==> src/rtl/uart_pkg.sv <==
// rtl/uart_pkg.sv - shared UART FSM encodings, prescaler default and sample-point constants
package uart_pkg;

   typedef enum logic [2:0] {
      IDLE    = 3'd0,
      START   = 3'd1,
      DATA    = 3'd2,
      PARITY  = 3'd3,
      STOPBIT = 3'd4
   } uart_state_e;

   localparam int UART_PRESC_LEN = 4;

   // Mid-bit samples at 7/8/9 of a 16-count bit; the bit ends on count 15
   localparam int SAMPLE_EARLY  = 7;
   localparam int SAMPLE_MID    = 8;
   localparam int SAMPLE_DECIDE = 9;
   localparam int BIT_END       = 15;

   function automatic logic majority3(input logic a, input logic b, input logic c);
      return (a & b) | (a & c) | (b & c);
   endfunction

endpackage

==> src/rtl/uart_rx_sync.sv <==
// rtl/uart_rx_sync.sv - rx pin synchronizer with falling-edge detect
module uart_rx_sync #(
   parameter int SYNC_STAGES = 2
) (
   input  logic clk,
   input  logic resetn,
   input  logic rx_pin_i,
   output logic rxs_o,
   output logic fall_o
);

   logic [SYNC_STAGES-1:0] sync_q, sync_d;
   logic                   rxs_prev_q, rxs_prev_d;
   logic [SYNC_STAGES:0]   fill_q, fill_d;

   always_comb begin
      sync_d     = {sync_q[SYNC_STAGES-2:0], rx_pin_i};
      rxs_prev_d = sync_q[SYNC_STAGES-1];
      fill_d     = {fill_q[SYNC_STAGES-1:0], 1'b1};
   end

   always_ff @(posedge clk) begin
      if (!resetn) begin
         sync_q     <= '1;
         rxs_prev_q <= 1'b1;
         fill_q     <= '0;
      end else begin
         sync_q     <= sync_d;
         rxs_prev_q <= rxs_prev_d;
         fill_q     <= fill_d;
      end
   end

   assign rxs_o = sync_q[SYNC_STAGES-1];

   // Edges are masked until real pin samples have replaced the reset ones,
   // so a line held low through reset exit never looks like a start bit.
   assign fall_o = fill_q[SYNC_STAGES] & rxs_prev_q & ~rxs_o;

endmodule

==> src/rtl/uart_rx.sv <==
// rtl/uart_rx.sv - 16x oversampling UART receiver, 8N1/8E1/8O1
// Optional break detection is built when UART_RX_BREAK_DET_EN is defined.
module uart_rx
   import uart_pkg::*;
#(
   parameter int SYNC_STAGES = 2,
   parameter int PRESC_LEN   = UART_PRESC_LEN
) (
   input  logic       clk,
   input  logic       resetn,
   input  logic       uart_cken_i,
   input  logic       parity_type_i,
   input  logic       parity_en_i,
   input  logic       rx_pin_i,
   output logic [7:0] rx_byte_o,
   output logic       rx_valid_o,
   output logic       parity_err_o,
   output logic       frame_err_o,
   output logic       rx_busy_o,
   output logic       rx_break_o
);

   localparam logic [PRESC_LEN-1:0] CNT_EARLY  = PRESC_LEN'(SAMPLE_EARLY);
   localparam logic [PRESC_LEN-1:0] CNT_MID    = PRESC_LEN'(SAMPLE_MID);
   localparam logic [PRESC_LEN-1:0] CNT_DECIDE = PRESC_LEN'(SAMPLE_DECIDE);
   localparam logic [PRESC_LEN-1:0] CNT_END    = PRESC_LEN'(BIT_END);

   logic rxs, fall;

   uart_rx_sync #(.SYNC_STAGES(SYNC_STAGES)) u_sync (
      .clk      (clk),
      .resetn   (resetn),
      .rx_pin_i (rx_pin_i),
      .rxs_o    (rxs),
      .fall_o   (fall)
   );

   uart_state_e          state_q, state_d;
   logic [PRESC_LEN-1:0] presc_q, presc_d;
   logic                 s7_q, s7_d, s8_q, s8_d;
   logic [7:0]           shift_q, shift_d;
   logic [2:0]           bit_cnt_q, bit_cnt_d;
   logic                 acc_q, acc_d;
   logic                 perr_q, perr_d;
   logic                 par_en_q, par_en_d;
   logic [7:0]           rx_byte_q, rx_byte_d;
   logic                 rx_valid_q, rx_valid_d;
   logic                 parity_err_q, parity_err_d;
   logic                 frame_err_q, frame_err_d;
`ifdef UART_RX_BREAK_DET_EN
   logic                 par_zero_q, par_zero_d;
   logic                 break_wait_q, break_wait_d;
   logic                 rx_break_q, rx_break_d;
`endif

   logic at_early, at_mid, decide, baud_tick, sample;

   assign at_early  = uart_cken_i && (presc_q == CNT_EARLY);
   assign at_mid    = uart_cken_i && (presc_q == CNT_MID);
   assign decide    = uart_cken_i && (presc_q == CNT_DECIDE);
   assign baud_tick = uart_cken_i && (presc_q == CNT_END);
   assign sample    = majority3(s7_q, s8_q, rxs);

   always_comb begin
      state_d      = state_q;
      presc_d      = presc_q;
      s7_d         = s7_q;
      s8_d         = s8_q;
      shift_d      = shift_q;
      bit_cnt_d    = bit_cnt_q;
      acc_d        = acc_q;
      perr_d       = perr_q;
      par_en_d     = par_en_q;
      rx_byte_d    = rx_byte_q;
      rx_valid_d   = 1'b0;
      parity_err_d = parity_err_q;
      frame_err_d  = frame_err_q;
`ifdef UART_RX_BREAK_DET_EN
      par_zero_d   = par_zero_q;
      break_wait_d = break_wait_q;
      rx_break_d   = 1'b0;
`endif

      if (uart_cken_i) presc_d = presc_q + 1'b1;
      if (at_early)    s7_d    = rxs;
      if (at_mid)      s8_d    = rxs;

      unique case (state_q)
         IDLE: begin
`ifdef UART_RX_BREAK_DET_EN
            if (break_wait_q) begin
               if (rxs) break_wait_d = 1'b0;
            end else
`endif
            if (fall) begin
               state_d = START;
               presc_d = '0;
            end
         end

         START: begin
            if (decide) begin
               if (sample) begin
                  state_d = IDLE;
               end else begin
                  par_en_d  = parity_en_i;
                  acc_d     = parity_type_i;
                  perr_d    = 1'b0;
                  bit_cnt_d = '0;
               end
            end
            if (baud_tick) state_d = DATA;
         end

         DATA: begin
            if (decide) begin
               shift_d = {sample, shift_q[7:1]};
               acc_d   = acc_q ^ sample;
            end
            if (baud_tick) begin
               if (bit_cnt_q == 3'd7) state_d = par_en_q ? PARITY : STOPBIT;
               else                   bit_cnt_d = bit_cnt_q + 3'd1;
            end
         end

         PARITY: begin
            if (decide) begin
               perr_d = sample ^ acc_q;
`ifdef UART_RX_BREAK_DET_EN
               par_zero_d = ~sample;
`endif
            end
            if (baud_tick) state_d = STOPBIT;
         end

         STOPBIT: begin
            // Leave mid stop bit so a back-to-back start edge is caught early
            if (decide) begin
               rx_valid_d   = 1'b1;
               rx_byte_d    = shift_q;
               parity_err_d = perr_q & par_en_q;
               frame_err_d  = ~sample;
               state_d      = IDLE;
`ifdef UART_RX_BREAK_DET_EN
               if ((shift_q == 8'h00) && (!par_en_q || par_zero_q) && !sample) begin
                  rx_break_d   = 1'b1;
                  break_wait_d = 1'b1;
               end
`endif
            end
         end

         default: state_d = IDLE;
      endcase
   end

   always_ff @(posedge clk) begin
      if (!resetn) begin
         state_q      <= IDLE;
         presc_q      <= '0;
         s7_q         <= 1'b1;
         s8_q         <= 1'b1;
         shift_q      <= '0;
         bit_cnt_q    <= '0;
         acc_q        <= 1'b0;
         perr_q       <= 1'b0;
         par_en_q     <= 1'b0;
         rx_byte_q    <= '0;
         rx_valid_q   <= 1'b0;
         parity_err_q <= 1'b0;
         frame_err_q  <= 1'b0;
`ifdef UART_RX_BREAK_DET_EN
         par_zero_q   <= 1'b0;
         break_wait_q <= 1'b0;
         rx_break_q   <= 1'b0;
`endif
      end else begin
         state_q      <= state_d;
         presc_q      <= presc_d;
         s7_q         <= s7_d;
         s8_q         <= s8_d;
         shift_q      <= shift_d;
         bit_cnt_q    <= bit_cnt_d;
         acc_q        <= acc_d;
         perr_q       <= perr_d;
         par_en_q     <= par_en_d;
         rx_byte_q    <= rx_byte_d;
         rx_valid_q   <= rx_valid_d;
         parity_err_q <= parity_err_d;
         frame_err_q  <= frame_err_d;
`ifdef UART_RX_BREAK_DET_EN
         par_zero_q   <= par_zero_d;
         break_wait_q <= break_wait_d;
         rx_break_q   <= rx_break_d;
`endif
      end
   end

   assign rx_byte_o    = rx_byte_q;
   assign rx_valid_o   = rx_valid_q;
   assign parity_err_o = parity_err_q;
   assign frame_err_o  = frame_err_q;
   assign rx_busy_o    = (state_q != IDLE);
`ifdef UART_RX_BREAK_DET_EN
   assign rx_break_o   = rx_break_q;
`else
   assign rx_break_o   = 1'b0;
`endif

endmodule
==> config.mk <==
export PLATFORM = sky130hd
export DESIGN_NAME = uart_rx
export DESIGN_NICKNAME = d
export VERILOG_FILES = /design/src/rtl/uart_pkg.sv /design/src/rtl/uart_rx_sync.sv /design/src/rtl/uart_rx.sv
export SDC_FILE = /design/constraint.sdc
export NUM_CORES = 1
export LEC_CHECK = 0
export ABC_CLOCK_PERIOD_IN_PS = 2300
export CAP_MARGIN = 25
export CELL_PAD_IN_SITES_DETAIL_PLACEMENT = 1
export CELL_PAD_IN_SITES_GLOBAL_PLACEMENT = 1
export CORE_AREA = 2 2 49 96
export DETAILED_ROUTE_END_ITERATION = 6
export DIE_AREA = 0 0 51 98
export GPL_TIMING_DRIVEN = 0
export PLACE_DENSITY = 0.75
export SETUP_SLACK_MARGIN = 0.3
export SLEW_MARGIN = 20
export SYNTH_ARGS = -nofsm -noshare
export SYNTH_HDL_FRONTEND = slang
export SYNTH_SLANG_ARGS = --single-unit
==> constraint.sdc <==
create_clock -name clk -period 2.3 [get_ports clk]
set_input_delay 0.23 -clock clk [delete_from_list [all_inputs] [get_ports clk]]
set_output_delay 0.23 -clock clk [all_outputs]
set_load 0.01 [all_outputs]
[Word level (Yosys, flattened, before mapping)]
Cells that the tools add are included.
Storage, ports and cells
  flip-flop bits (word level): 40
  word-level logic and storage cells: 94
  output and inout bits: 13
  memories: 0
  bits in read-only memories: 0
  input bits: 6
  latch bits: 0
  bits in writable memories: 0
Operators by class
  divide/modulo/power cells: 0
  $mul: 0
  bitwise logic cells: 11
  shift-type cells: 0
  order comparisons: 0
  add/sub/neg operators: 2
  eq/ne operators: 21
  multiplexer cells: 27
  reduce and logical (&&, ||, !) cells: 16
Operators with widths (count)
  $mux W3: 13
  $ne A2 B2 Y1 const B: 10
  $pmux W3 S5: 1
  $eq A4 B4 Y1 const B: 3
  $mux W4: 3
  $reduce_and A4 Y1: 2
  $mux W1: 7
  $reduce_and A7 Y1: 1
  $and A1 B1 Y1: 6
  $eq A3 B2 Y1 const B: 2
  $eq A3 B3 Y1 const B: 2
  $ne A3 B3 Y1 const B: 2
  $pmux W3 S2: 1
  $reduce_and A2 Y1: 3
  $reduce_and A5 Y1: 1
  $add A4 B1 Y4 const B: 1
  $eq A4 B3 Y1 const B: 1
  $logic_and A1 B1 Y1: 4
  $pmux W1 S2: 2
  $reduce_bool A2 Y1: 2
  $add A3 B1 Y3 const B: 1
  $eq A3 B1 Y1 const B: 1
  $logic_not A3 Y1: 1
  $reduce_and A3 Y1: 1
  other kinds (4): 6

[Longest topological paths before layout]
Gate-level depths: netlist of the first run.
  word-level depth: 7
  mapped depth: 7
  gate-level depth less buffers: 6

[Modules after synthesis]
A second synthesis of the first run with hierarchy kept.
Second synthesis, totals
  cells, all modules: 194
  area, all modules: 1805.5 um2
By module, submodules not included
  uart_rx: area each 1645.3 um2, cells an instance 182, sequential area each 680.7 um2, times used 1
  uart_rx_sync: area each 160.2 um2, cells an instance 12, sequential area each 120.1 um2, times used 1

[Least setup slack after synthesis of the first run]
Ideal clock, no wire load.
  path type: flip-flop to flip-flop
  start: reg presc_q[0]
  end: reg rx_byte_q[0], in the netlist rx_byte_o[0]
  clock period less this slack: 1651 ps
  data required time: 2168 ps
  library setup time: 132 ps
  path slack: 649 ps
  arrival time: 1518 ps
  path buffers: 1
  stages on the path, launching flop included: 7
  cells stage by stage: dfxtp_1 > ha_1 > nand4b_4 > or4b_1 > buf_2 > nand2_1 > a21oi_1
Between the ends
  cells in the longest elaborated chain, start to end: 3
RTL lines
  start: declaration: RTL line uart_rx.sv:39  | logic [PRESC_LEN-1:0] presc_q, presc_d;
  start signal: assignment: RTL line uart_rx.sv:179  | presc_q <= presc_d;
  $eq A4 B4 Y1: RTL line uart_rx.sv:60  | assign decide = uart_cken_i && (presc_q == CNT_DECIDE);
  $logic_and A1 B1 Y1: RTL line uart_rx.sv:60
  $reduce_and A2 Y1 (no line)
  end signal: assignment: RTL line uart_rx.sv:187  | rx_byte_q <= rx_byte_d;
  end: declaration: RTL line uart_rx.sv:46  | logic [7:0] rx_byte_q, rx_byte_d;
No other way between the ends.
A chain may end at the register's enable or synchronous reset.

[Worst setup path in the final report of the first run]
  start: reg state_q[1]
  end: out rx_busy_o
Between the ends
  cells in the longest elaborated chain, start to end: 1
RTL lines
  start: declaration: RTL line uart_rx.sv:38  | uart_state_e state_q, state_d;
  start signal: assignment: RTL line uart_rx.sv:178  | state_q <= state_d;
  $reduce_bool A3 Y1: RTL line uart_rx.sv:203  | assign rx_busy_o = (state_q != IDLE);
  end: declaration: RTL line uart_rx.sv:19  | output logic rx_busy_o,
No other way between the ends.

==> impl_summary.txt, run 1 <==
----------------------------------------------------
[Power and ir drop]
  Int Pwr ... 0.000928 W
  P_sw ... 0.000261 W
  Total leakage power ... 0.709 nW
  Worst vdd ir ... 0.441 mV
  Combinational power share ... 4.2%
  Pwr Density ... 600 nW/um^2
  Clk pwr share ... 36.2%
  Part of the power in registers ... 59.5%
  Final Total Pwr ... 0.00119 W
  Switching share of total power ... 22.0%

[Detailed routing]
  Average detailed-routed wire length per instance ... 14.0 um
  Post-route antenna net violation count ... 0
  DRC violations left ... 0
  Final Routed Wirelength ... 3.79 mm
  Starting DRT DRC Count ... 11
  Iteration count of the initial detailed-routing pass ... 4
  Via count ... 1399
  DR vias/cell ... 5.18

[Layout]
  Commonest cells after routing, fill and taps aside ... 44 x sky130_fd_sc_hd__nand2_1, 40 x sky130_fd_sc_hd__dfxtp_1, 18 x sky130_fd_sc_hd__a21oi_1, 16 x sky130_fd_sc_hd__clkdlybuf4s50_1, 14 x sky130_fd_sc_hd__nor2_1
  Commonest non-fill, non-tap cell in the layout ... sky130_fd_sc_hd__nand2_1
  Number of nets in the finished design ... 227
  Fraction of layout instances using a drive strength above 1 ... 8.80%
  Area growth from synthesis to layout ... 19.1%
  Count of inserted antenna diode cells ... 0

[Worst hold path]
  Hold Crit Start ... uart_cken_i
  Type of the tightest min-delay check ... primary input to flip-flop

[Synthesis]
  Leading cell types by total area after synthesis ... sky130_fd_sc_hd__dfxtp_1 48%, sky130_fd_sc_hd__nand2_1 9.9%, sky130_fd_sc_hd__a21oi_1 5.4%
  Post-synth top flop ... sky130_fd_sc_hd__dfxtp_1
  Async S/R FF share, synth ... 0%
  Syn Std Cell Area ... 1660 um^2
  Cell count after synthesis ... 193
  Avg Synthesized Cell Area ... 8.62 um^2
  Portion of synthesized cell area occupied by the leading cell type ... 48.1%
  Post-synthesis sequential area ratio ... 48.1%
  Count of distinct cell types in the synthesized netlist ... 38
  Flip-flop and latch count after synthesis ... 40
  Cell accounting for the most synthesized area ... sky130_fd_sc_hd__dfxtp_1
  Net count after synthesis ... 204
  Count of synthesis-stage warnings from yosys ... 0
  Post-synth EDFFs ... 0

[STA]
  Number of endpoints with negative hold slack in the final report ... 0
  Final min period ... 1.94 ns
  Post-Route Skew ... 0.00519 ns
  RSZ-0062 raised after global routing ... true
  Final Hold Slack ... 0.330 ns
  Share of the clock period used by the worst path ... 84.3%
  Peak Freq ... 516 MHz
  Final sum of negative setup slack ... 0 ns
  Final setup vio count ... 0
  Final-report max-slew violation count ... 0

[Floorplanning]
  Die width ... 51 um
  Top Ports ... 19
  Die Span Y ... 98 um
  Core Box Area ... 4300 um^2
  Total die area ... 5000 um^2
  Number of cell rows ... 34
  Starting density of the core ... 38.7%

[Flow run]
  Max Cap Violations ... 0

[Clocking]
  Source-to-sink clock delay at the later pin of the worst-skew pair ... 0.29 ns
  Hold Buf Count CTS ... 0
  Clock slew at reported path FFs ... 0.07 ns
  Number of sinks handled by clock tree synthesis ... 40
  CTS Root Buffer Type ... sky130_fd_sc_hd__clkbuf_8
  CTS tree ... yes
  Maximum number of buffers from clock root to sink ... 2
  Clock buffers created by TritonCTS ... 5
  Number of H-tree levels ... 2

[Worst setup path]
  Worst Path Class, Setup ... flip-flop to output port
  CP cell instances ... clkbuf_2 -> or3_1 -> clkdlybuf4s50_1
  Delay of the slowest cell on the worst path ... 0.49 ns
  Worst path slowest cell ... sky130_fd_sc_hd__clkdlybuf4s50_1
  Arrival time of data at the critical path endpoint ... 1.71 ns
  Beginning of the critical path ... state_q[1]$_SDFFE_PN0P_
  Peak fanout along the critical path ... 10
  Critical path capture point type ... output port
  Data required, critical path ... 2.07 ns
  Kind of start point of the critical path ... flip-flop
  Launch point of the worst reg-to-reg path ... presc_q[0]$_SDFF_PN0_

[Global routing]
  Overall overflow remaining after global route ... 0
  Overall fraction of global-route tracks in use ... 17.0%
  Via count of the first global-routing pass ... 1452
  Number of antenna violations at the first check in global routing ... 0
  Largest net degree at the start of global routing ... 12
  Global-route wire length before repair ... 6.40 mm

[Place]
  Total half-perimeter wirelength after legalization and detailed placement ... 2.94 mm
  Quantity of I/O buffers inserted on ports ... 16
  Placer's final routability congestion estimate ... 0.698

[Outcome]
  Result of the run ... completed

----------------------------------------------------
==> through the flow <==
stage	cells	utilization, %	area (um^2)	setup slack (ns)
global route	270	46.1	1980	0.285
floorplan	193	-	1660	0.649
CTS	270	45.9	1970	0.331
finish	270	46.1	1980	0.362
detailed placement	263	44.0	1890	0.411
global placement	263	44.0	1890	0.466
==> power groups by stage <==
stage / Clock [W] / Sequential [W] / Combinational [W]
3_5_place_dp: 0 / 0.000724 / 0.0000512
4_1_cts: 0.000447 / 0.000708 / 0.0000515
6_report: 0.000431 / 0.000708 / 0.0000503
5_1_grt: 0.000468 / 0.000709 / 0.0000572
2_1_floorplan: 0 / 0.000722 / 0.0000322
3_3_place_gp: 0 / 0.000724 / 0.0000497
==> Yosys cell counts, types with 2 or more instances <==
| library cell | number |
|---|---|
| sky130_fd_sc_hd__nand3_1 | 5 |
| sky130_fd_sc_hd__nand4_1 | 2 |
| sky130_fd_sc_hd__clkbuf_1 | 7 |
| sky130_fd_sc_hd__o311ai_0 | 2 |
| sky130_fd_sc_hd__mux2i_1 | 2 |
| sky130_fd_sc_hd__and2_1 | 3 |
| sky130_fd_sc_hd__o22ai_1 | 3 |
| sky130_fd_sc_hd__nor2_1 | 14 |
| sky130_fd_sc_hd__a21oi_1 | 18 |
| sky130_fd_sc_hd__buf_2 | 3 |
| sky130_fd_sc_hd__nor2b_1 | 2 |
| sky130_fd_sc_hd__or3_1 | 2 |
| sky130_fd_sc_hd__or4_1 | 2 |
| sky130_fd_sc_hd__xnor2_1 | 2 |
| sky130_fd_sc_hd__nor3_1 | 5 |
| sky130_fd_sc_hd__nand2_1 | 44 |
| sky130_fd_sc_hd__ha_1 | 5 |
| sky130_fd_sc_hd__xor2_1 | 2 |
| sky130_fd_sc_hd__nand2b_1 | 8 |
| sky130_fd_sc_hd__dfxtp_1 | 40 |
| sky130_fd_sc_hd__inv_1 | 5 |
==> critical path: cells and delay by family (launching register included) <==
family | cells | cell delay, ns
buffers and inverters | 2 | 0.69
DFF | 1 | 0.32
and+or+nand+nor | 1 | 0.41
==> kinds of logic after synthesis <==
logic type | share of synthesized area (%)
AOI/OAI and AO/OA | 11.7
and+or+nand+nor | 28.2
DFF | 48.1
adders and majority gates | 4.44
xor gates and xnor gates | 2.11
other | 0.225
buffers and inverters | 4.06
muxes | 1.20
==> routing by layer <==
layer	wire, um	vias up	track usage, %	share of wire [%]
met3	77	4	3.21	2.0
met5	0	-	0	0
li1	-	692	-	-
met2	2350	14	34.7	62
met1	1300	689	14.4	34
met4	65	0	7.48	1.7
==> path summary, 6_finish.rpt <==
kind	end	slack [ns]	cells after the start
worst min-delay path	presc_q[0]$_SDFF_PN0_	0.33	3
worst min register to register	u_sync.sync_q[1]$_SDFF_PN1_	0.42	1
worst max register to register	rx_byte_o[2]$_SDFFE_PN0P_	0.45	6
worst max-delay path	rx_busy_o	0.36	3
==> layout make-up <==
type,instances,area (um^2)
Clock buffer,6,72.6
Fill cell,524,2310
Multi-Input combinational cell,137,806
Inverter,5,18.8
Tap cell,54,67.6
Sequential cell,40,801
Buffer,11,51.3
Timing Repair Buffer,16,160
Clock inverter,1,5.00
==> what timing repair did <==
item | in CTS | in global routing
resized for setup | 1 | 4
endpoints found under the setup margin | 1 | 3
buffers inserted | 0 | 0
==> sequential cells by signal, summed over array words and instances, names as in the netlist, 2 cells and up <==
name	flops
presc_q	4
state_q	3
bit_cnt_q	3
u_sync.fill_q	3
rx_byte_o	8
shift_q	8
u_sync.sync_q	2
Note: power is estimated with default switching activity, not from simulation.
==> inputs of run 2 (changes only) <==
Settings changed: ABC_CLOCK_PERIOD_IN_PS 2300 to 1800.
Clock period 2.3 ns to 1.8 ns, I/O delays scaled along.
==> impl_summary.txt, run 2 (synthesis results as in run 1) <==
----------------------------------------------------
[Layout]
  Fraction of layout instances using a drive strength above 1 ... 41.0% (was 8.80%)
  Number of nets in the finished design ... 249 (was 227)
  Fin cells ... 293 (was 270)
  Count of inserted antenna diode cells ... 0 (unchanged)
  Commonest non-fill, non-tap cell in the layout ... sky130_fd_sc_hd__dfxtp_1 (was sky130_fd_sc_hd__nand2_1)
  Area growth from synthesis to layout ... 51.7% (was 19.1%)
  Commonest cells after routing, fill and taps aside ... 35 x sky130_fd_sc_hd__dfxtp_1, 26 x sky130_fd_sc_hd__nand2_1, 16 x sky130_fd_sc_hd__buf_4, 15 x sky130_fd_sc_hd__clkdlybuf4s50_1, 11 x sky130_fd_sc_hd__nor2_1 (was 44 x sky130_fd_sc_hd__nand2_1, 40 x sky130_fd_sc_hd__dfxtp_1, 18 x sky130_fd_sc_hd__a21oi_1, 16 x sky130_fd_sc_hd__clkdlybuf4s50_1, 14 x sky130_fd_sc_hd__nor2_1)
  Core occupancy in the finished layout ... 58.8% (was 46.1%)

[STA]
  Number of endpoints with negative hold slack in the final report ... 0 (unchanged)
  Share of the clock period used by the worst path ... 93.9%
  Final-report max-slew violation count ... 0 (unchanged)
  Final setup vio count ... 0 (unchanged)
  Final min period ... 1.69 ns
  Final sum of negative setup slack ... 0 ns (unchanged)
  Peak Freq ... 592 MHz
  RSZ-0062 raised after global routing ... true (unchanged)
  Worst Setup Slack, final ... 0.111 ns (was 0.362 ns)
  Post-Route Skew ... 0.00756 ns (was 0.00519 ns)
  Final Hold Slack ... 0.299 ns (was 0.330 ns)

[Power and ir drop]
  Part of the power in registers ... 55.2% (was 59.5%)
  Int Pwr ... 0.00125 W (was 0.000928 W)
  Clk pwr share ... 38.6% (was 36.2%)
  Switching share of total power ... 24.0% (was 22.0%)
  Total leakage power ... 0.887 nW (was 0.709 nW)
  Worst vdd ir ... 0.714 mV (was 0.441 mV)
  Combinational power share ... 6.2% (was 4.2%)
  P_sw ... 0.000395 W (was 0.000261 W)
  Pwr Density ... 651 nW/um^2 (was 600 nW/um^2)

[Worst setup path]
  Number of cell instances on the worst register-to-register path ... 5 (was 6)
  Worst path slowest cell ... sky130_fd_sc_hd__or4b_4 (was sky130_fd_sc_hd__clkdlybuf4s50_1)
  Launch point of the worst reg-to-reg path ... state_q[2]$_SDFFE_PN0P_ (was presc_q[0]$_SDFF_PN0_)
  Delay of the slowest cell on the worst path ... 0.55 ns (was 0.49 ns)
  Arrival time of data at the critical path endpoint ... 1.87 ns (was 1.71 ns)
  Worst-case register-to-register setup slack ... 0.11 ns (was 0.45 ns)
  Data required, critical path ... 1.98 ns (was 2.07 ns)
  CP cell instances ... buf_2 -> or4b_4 -> buf_8 -> nand2_4 -> a21oi_2 (was clkbuf_2 -> or3_1 -> clkdlybuf4s50_1)
  R2r endpoint ... rx_byte_o[3]$_SDFFE_PN0P_ (was rx_byte_o[2]$_SDFFE_PN0P_)
  Worst Path Class, Setup ... flip-flop to flip-flop (was flip-flop to output port)
  Peak fanout along the critical path ... 10 (unchanged)
  Critical path capture point type ... flip-flop (was output port)
  Kind of start point of the critical path ... flip-flop (unchanged)

[Outcome]
  Result of the run ... completed (unchanged)

[Global routing]
  Overall overflow remaining after global route ... 0 (unchanged)
  Overall fraction of global-route tracks in use ... 22.9% (was 17.0%)
  Largest net degree at the start of global routing ... 13 (was 12)
  Global-route wire length before repair ... 8.36 mm (was 6.40 mm)
  Number of antenna violations at the first check in global routing ... 0 (unchanged)
  Via count of the first global-routing pass ... 1766 (was 1452)

[Place]
  Placer's final routability congestion estimate ... 0.740 (was 0.698)
  Quantity of I/O buffers inserted on ports ... 16 (unchanged)
  Total half-perimeter wirelength after legalization and detailed placement ... 3.08 mm (was 2.94 mm)
  Placement Setup Slack ... -0.00277 ns (was 0.411 ns)
  Placed Cells ... 263 (unchanged)

[Floorplanning]
  Total die area ... 5000 um^2 (unchanged)
  Die Span Y ... 98 um (unchanged)
  Top Ports ... 19 (unchanged)
  Core Box Area ... 4300 um^2 (unchanged)
  Number of cell rows ... 34 (unchanged)
  Die width ... 51 um (unchanged)
  Starting density of the core ... 38.7% (unchanged)

[Detailed routing]
  DR vias/cell ... 5.32 (was 5.18)
  Iteration count of the initial detailed-routing pass ... 4 (unchanged)
  Via count ... 1559 (was 1399)
  Average detailed-routed wire length per instance ... 18.7 um (was 14.0 um)
  Post-route antenna net violation count ... 0 (unchanged)
  Starting DRT DRC Count ... 29 (was 11)
  DRC violations left ... 0 (unchanged)
  Final Routed Wirelength ... 5.48 mm (was 3.79 mm)

[Worst hold path]
  Hold Crit Start ... uart_cken_i (unchanged)
  Type of the tightest min-delay check ... primary input to flip-flop (unchanged)
  Hold-critical path depth ... 3 (unchanged)
  Worst hold endpoint ... presc_q[0]$_SDFF_PN0_ (unchanged)

[Clocking]
  Maximum number of buffers from clock root to sink ... 2 (unchanged)
  Clock slew at reported path FFs ... 0.08 ns (was 0.07 ns)
  Clock buffers created by TritonCTS ... 5 (unchanged)
  CTS Root Buffer Type ... sky130_fd_sc_hd__clkbuf_8 (unchanged)
  CTS tree ... yes (unchanged)
  Source-to-sink clock delay at the later pin of the worst-skew pair ... 0.30 ns (was 0.29 ns)
  Number of sinks handled by clock tree synthesis ... 40 (unchanged)
  Number of H-tree levels ... 2 (unchanged)
  Hold Buf Count CTS ... 0 (unchanged)

[Flow run]
  Max Cap Violations ... 0 (unchanged)

----------------------------------------------------
run 2: cell types whose count changed in the layout (fill, tap and decap cells not counted), sizes merged:
cell           delta
clkinv            +1
clkbuf            -4
nand4b            +1
buf              +26
clkdlybuf4s50     -1
run 2: power by group through the flow:
stage / Combinational [W] / Sequential [W] / Clock, W
after global routing: 0.000111 / 0.000908 / 0.000686
after global placement: 0.0000644 / 0.000926 / 0
after detailed placement: 0.0000683 / 0.000928 / 0
after floorplan: 0.0000436 / 0.000925 / 0
final: 0.000103 / 0.000907 / 0.000634
after CTS: 0.0000950 / 0.000906 / 0.000644
run 2: worst max path at each step:
| stage | from | endpoint | slack (ns) | depth (start not counted) |
|---|---|---|---|---|
| final | state_q[2]$_SDFFE_PN0P_ | rx_byte_o[3]$_SDFFE_PN0P_ | 0.11 | 5 |
| after global routing | presc_q[1]$_SDFF_PN0_ | acc_q$_SDFFE_PN0P_ | 0.08 | 8 |
| after CTS | presc_q[1]$_SDFF_PN0_ | rx_byte_o[1]$_SDFFE_PN0P_ | 0.13 | 7 |
| after detailed placement | state_q[2]$_SDFFE_PN0P_ | parity_err_o$_SDFFE_PN0P_ | -0.003 | 5 |
| after global placement | presc_q[1]$_SDFF_PN0_ | acc_q$_SDFFE_PN0P_ | 0.08 | 6 |
| after floorplan | presc_q[1]$_SDFF_PN0_ | rx_byte_o[0]$_SDFFE_PN0P_ | 0.20 | 7 |
run 2: per-stage QoR:
stage	area, um^2	total power [W]
after floorplan	1690	0.000968
after CTS	2400	0.00164
after global placement	1920	0.000991
after global routing	2520	0.00171
after detailed placement	1920	0.000996
final	2520	0.00164
run 2: area by class of cell:
cell class | instances | area, um^2
buffer | 11 | 91.3
clock buffer | 6 | 82.6
clock inverter | 2 | 10.0
fill | 483 | 1770
inverter | 5 | 21.3
multi-input combinational | 138 | 1070
sequential | 40 | 812
tap | 54 | 67.6
timing repair buffer | 37 | 370
run 2: what timing repair did:
item,CTS,global route
resized for setup,61,37
setup endpoints to repair,30,33
gates cloned,2,0
setup buffers,18,2
pin swaps,44,16
run 2: critical path, delay by kind of cell (launching register included):
family / cells / cell delay [ns]
compound gates: 1 / 0.05
buf+inv: 2 / 0.47
flops: 1 / 0.43
simple gates: 2 / 0.61
run 2: metal layers:
metal	part of all wire, %	vias to the layer above	wire (um)	global-route usage [%]
met5	0	-	0	0
met4	3.6	0	198	13.3
met3	1.4	14	77	4.28
met2	62	28	3390	46.0
met1	33	775	1810	18.8
li1	-	742	-	-
==> patch 1: new RTL, config.mk and constraints of run 2 <==
Change the package constant `UART_PRESC_LEN` from 4 to 2.
--- a/src/rtl/uart_pkg.sv
+++ b/src/rtl/uart_pkg.sv
@@ -9,7 +9,7 @@
       STOPBIT = 3'd4
    } uart_state_e;
 
-   localparam int UART_PRESC_LEN = 4;
+   localparam int UART_PRESC_LEN = 2;
 
    // Mid-bit samples at 7/8/9 of a 16-count bit; the bit ends on count 15
    localparam int SAMPLE_EARLY  = 7;
Formal check against the unedited RTL: not equivalent (Yosys sat finds a counterexample within 10 cycles, from zero or initial values and one cycle with resetn low).
==> patch 1 against run 2 <==
  * Worst setup slack improved by 0.079 ns
  * Cell area decreased by 17%
  * Largest cell class unchanged
  * Synthesized cell count fell by 2.1%
  * Sequential cell count fell by 2
  * First-iteration DRC count decreased by 45%
  * Wire length is 27% lower
  * Die area is the same
  * Critical path type unchanged
  * Via count decreased by 11%
  * Synthesized area down 3.2%
  * Critical path depth is 1 lower
Power is not compared: it rests on default switching activity, and its combinational part moved more than twofold at a synthesized area within 25%.
==> patch 1: results (changes against run 2) <==
status=completed (unchanged); syn nets=200 (was 204); xor and xnor area share after synthesis=1.087% (was 2.105%); wire per inst=14.45 um (was 18.69 um); crit path max fanout=6 (was 10); TritonCTS Buffers=5 (unchanged); largest cells by area after synthesis=dfxtp_1 (47%), nand2_1 (11%), a21oi_1 (6.5%) (was dfxtp_1 (48%), nand2_1 (9.9%), a21oi_1 (5.4%)); antenna viol nets, final=0 (unchanged); Yosys warning total=0 (unchanged); root buffer cell=clkbuf_8 (unchanged); reg2reg path depth=4 (was 5); Layout Nets=232 (was 249); met2 WL=2454 um (was 3390 um); ANT cells=0 (unchanged); main flop type after synthesis=dfxtp_1 (unchanged); worst hold path type=input port to flop (unchanged); metal3 WL=91 um (was 77 um); GP Congestion=0.8528 (was 0.7398); post-synthesis mux area share=4.969% (was 1.203%); Netlist cell types=35 (was 38); initial drt markers=16 (was 29); register area share after synthesis=47.20% (was 48.12%); compound-gate portion of the synthesized area=11.26% (was 11.65%); drt pass-1 iters=3 (was 4); Critical Path AT=1.83 ns (was 1.87 ns); GRT Total Usage=18.47% (was 22.89%); global-route wire length before repair=6879 um (was 8362 um); Switching Power=443.0 uW; via count=1382 (was 1559); post-place setup slack=-0.09726 ns (was -0.002765 ns); Post-Synth Adder-Cell Area=4.581% (was 4.436%); Commonest cells post-synth=nand2_1 (47), dfxtp_1 (38), a21oi_1 (21) (was nand2_1 (44), dfxtp_1 (40), a21oi_1 (18)); via count of the first global-routing pass=1465 (was 1766); fraction of layout cells with a size suffix above 1=18.47% (was 41.00%); skew final=0.007400 ns (was 0.007562 ns); fillers=521 (was 483); WL met1=1359 um (was 1811 um); largest net degree at the start of global routing=12 (was 13); DP HPWL=2821 um (was 3082 um)
==> patch 1: cells by family (layout without fill, tap and decap cells) <==
kind of cell,count (synthesis),in the layout
buffers and inverters,17,50
other,1,1
adder cells (fa/ha/maj),6,6
AO/OA/AOI/OAI,31,31
multiplexers,8,8
flip-flops,38,38
AND/OR/NAND/NOR,86,86
XOR/XNOR,2,2
==> patch 1: layer usage <==
| layer | vias to the layer above | global-route usage, % |
|---|---|---|
| met5 | - | 0 |
| met4 | 0 | 8.524 |
| met3 | 5 | 4.587 |
| met2 | 15 | 36.16 |
| met1 | 670 | 16.38 |
| li1 | 692 | - |
==> patch 1: through the flow <==
stage | std cells | area, sq um | setup TNS (ns) | util, %
2_1_floorplan | 189 | 1612 | 0 | -
3_3_place_gp | 259 | 1839 | -0.1670 | 42.81
3_5_place_dp | 259 | 1839 | -0.3321 | 42.81
4_1_cts | 274 | 2058 | 0 | 47.90
5_1_grt | 276 | 2098 | 0 | 48.84
6_report | 276 | 2098 | 0 | 48.84
==> patch 1: critical path: stages (launching register included) <==
cell,delay [ns]
dfxtp_2,0.33
maj3_2,0.38
a2111o_1,0.47
o211ai_4,0.14
mux2i_1,0.22
==> patch 1: worst paths after layout <==
| path | slack [ns] | end | startpoint |
|---|---|---|---|
| setup / recovery | 0.19 | state_q[2] | u_sync.sync_q[1] |
| hold / removal | 0.25 | s8_q | uart_cken_i |
| setup reg to reg | 0.19 | state_q[2] | u_sync.sync_q[1] |
| hold reg to reg | 0.41 | u_sync.sync_q[1] | u_sync.sync_q[0] |
==> patch 1: repair_timing <==
action	CTS	global route
resized for setup	21	9
buffers inserted	7	2
setup endpoints to repair	30	27
pin swaps	4	4
==> patch 1: layout make-up <==
type / instances / share of cell area, %
Timing Repair Buffer: 25 / 10.79
Buffer: 10 / 2.862
Clock inverter: 1 / 1.431
Inverter: 7 / 1.252
Tap cell: 54 / 3.220
Multi-Input combinational cell: 134 / 40.37
Sequential cell: 38 / 36.43
Clock buffer: 7 / 3.637
==> patch 1: power groups by stage <==
stage / clock network (uW) / registers [uW] / logic, uW
after floorplan: 0 / 886 / 130
after global placement: 0 / 888 / 182
after detailed placement: 0 / 888 / 184
after CTS: 730 / 871 / 230
after global routing: 767 / 874 / 253
final: 715 / 872 / 232
==> patch 2: new RTL, flow settings as in run 2 <==
Without the edit above. Make the reset (`resetn`) asynchronous in 2 clocked blocks.
--- a/src/rtl/uart_rx_sync.sv
+++ b/src/rtl/uart_rx_sync.sv
@@ -19,7 +19,7 @@
       fill_d     = {fill_q[SYNC_STAGES-1:0], 1'b1};
    end
 
-   always_ff @(posedge clk) begin
+   always_ff @(posedge clk or negedge resetn) begin
       if (!resetn) begin
          sync_q     <= '1;
          rxs_prev_q <= 1'b1;
--- a/src/rtl/uart_rx.sv
+++ b/src/rtl/uart_rx.sv
@@ -154,7 +154,7 @@
       endcase
    end
 
-   always_ff @(posedge clk) begin
+   always_ff @(posedge clk or negedge resetn) begin
       if (!resetn) begin
          state_q      <= IDLE;
          presc_q      <= '0;
Behaviour: differs if resetn is asserted again (counterexample within 10 cycles, from zero or initial values and one cycle with resetn low); with resetn held inactive, the same outputs for 10 cycles.
==> patch 2 against run 2 <==
  * Count of clock-buffer cells in the layout is the same
  * Sequential cell count is the same
  * Cell area shrank 1.3%
  * Clock skew shrank 0.0054 ns
  * Non-clock buffer count shrank 7
  * Wire length shrank 12%
  * Hold slack lost 0.055 ns
  * Worst setup slack lost 0.0094 ns
  * Synthesized area grew 11%
Power is not compared: it rests on default switching activity, and its combinational part moved more than twofold at a synthesized area within 25%.
==> patch 2: results (changes against run 2) <==
Post-Synth Adder-Cell Area=3.981% (was 4.436%); DP HPWL=2806 um (was 3082 um); Final Hold Vio Count=0 (unchanged); via count of the first global-routing pass=1520 (was 1766); skew final=0.002153 ns (was 0.007562 ns); fraction of layout cells with a size suffix above 1=45.45% (was 41.00%); Total Wirelength=4799 um (was 5477 um); asr flop ratio synth=100.0% (was 0%); GP Congestion=0.7417 (was 0.7398); initial drt markers=20 (was 29); ANT cells=0 (unchanged); VDD IR max=0.0009870 V; global-route wire length before repair=7700 um (was 8362 um); GRT Total Usage=21.09% (was 22.89%); fillers=454 (was 483); compound-gate portion of the synthesized area=9.177% (was 11.65%); Layout Nets=208 (was 249); placed inst area=0.002111 sq mm (was 0.001919 sq mm); crit path max fanout=6 (was 10); largest cells by area after synthesis=dfrtp_1 (47%), mux2_2 (8.5%), dfstp_2 (7.1%) (was dfxtp_1 (48%), nand2_1 (9.9%), a21oi_1 (5.4%)); status=completed (unchanged); Commonest cells post-synth=dfrtp_1 (35), mux2_2 (14), nor2_1 (14) (was nand2_1 (44), dfxtp_1 (40), a21oi_1 (18)); LEAKAGE=0.001142 uW; largest net degree at the start of global routing=34 (was 13); Clock Path Buffers=2 (unchanged); post-synthesis mux area share=13.09% (was 1.203%); Setup-failing EPs final=0 (unchanged); main flop type after synthesis=dfrtp_1 (was dfxtp_1); register area share after synthesis=54.32% (was 48.12%); via count=1372 (was 1559); IO buf count=16 (unchanged); syn nets=166 (was 204); number of enable flip-flop cells after synthesis=0 (unchanged); xor and xnor area share after synthesis=1.889% (was 2.105%); clk_lat worst skew=0.29 ns; root buffer cell=clkbuf_8 (unchanged); initial antenna violation count=0 (unchanged); Netlist cell types=38 (unchanged); antenna viol nets, final=0 (unchanged)
-- patch 2: changes by cell type after synthesis, moves of 5 or more --
| cell | run 2 | this run |
|---|---|---|
| dfrtp_1 | 0 | 35 |
| a21oi_1 | 18 | 6 |
| nand2b_1 | 8 | 2 |
| mux2_4 | 0 | 5 |
| nand2_1 | 44 | 10 |
| dfstp_2 | 0 | 5 |
| dfxtp_1 | 40 | 0 |
| o21ai_0 | 1 | 9 |
| mux2_2 | 0 | 14 |
| clkbuf_1 | 7 | 0 |
-- patch 2: report_power, final --
part / internal, uW / switching (uW) / total (uW)
Sequential: 1050 / 137 / 1190
Combinational: 539 / 671 / 1210
Clock: 271 / 319 / 590
Total: 1860 / 1130 / 2990
-- patch 2: final timing paths --
path | start | to | slack [ns] | cells after the start
max | presc_q[0] | state_q[0] | 0.10 | 6
min | uart_cken_i | presc_q[0] | 0.24 | 3
max reg2reg | presc_q[0] | state_q[0] | 0.10 | 6
min reg2reg | u_sync.fill_q[1] | u_sync.fill_q[2] | 0.35 | 0
max in group asynchronous | resetn | u_sync.sync_q[0] | 1.04 | 3
min in group asynchronous | resetn | state_q[1] | 0.26 | 2
-- patch 2: worst max-delay path: stages (launching register included) --
cell       delay, ns
dfrtp_2         0.41
ha_2            0.22
nand4_1         0.25
o21ai_1         0.30
a21oi_2         0.12
nor3_2          0.18
a2bb2oi_1       0.10
-- patch 2: timing repair --
item | in CTS | in global routing
setup buffers | 10 | 6
hold buffers | 1 | 0
cloned | 1 | 0
endpoints found under the setup margin | 21 | 31
resized for setup | 29 | 15
hold endpoints to repair | 7 | 0
pin swaps | 7 | 2
-- patch 2: through the flow --
step	TNS (ns)	hold slack, ns	worst slack (ns)	std cells	util (%)
floorplan	0	-0.1156	0.3035	155	-
global route	0	0.2640	0.02790	252	58.01
CTS	0	0.2338	0.1808	246	55.65
global placement	-14.14	0.3354	-0.5384	225	48.78
finish	0	0.2444	0.1011	252	58.01
detailed placement	0	0.04663	0.01429	226	49.13
-- patch 2: area by class of cell --
| type | count | area, sq um | area share (%) |
|---|---|---|---|
| clock buffers | 6 | 72.57 | 2.912 |
| repair buffers | 35 | 344.1 | 13.81 |
| well taps | 54 | 67.56 | 2.711 |
| flip-flops and latches | 40 | 1010 | 40.51 |
| inverters | 4 | 15.01 | 0.6024 |
| plain buffers | 6 | 60.06 | 2.410 |
| multi-input cells | 105 | 910.9 | 36.55 |
| clock inverters | 2 | 12.51 | 0.5020 |
-- patch 2: layer usage --
layer  up-vias  part of all wire (%)  global-route usage, %
met5         -                     0                      0
met4         0                   5.1                  12.68
met3        20                   3.5                  4.281
met2        47                    59                  38.56
met1       684                    33                  20.53
li1        621                     -                      -
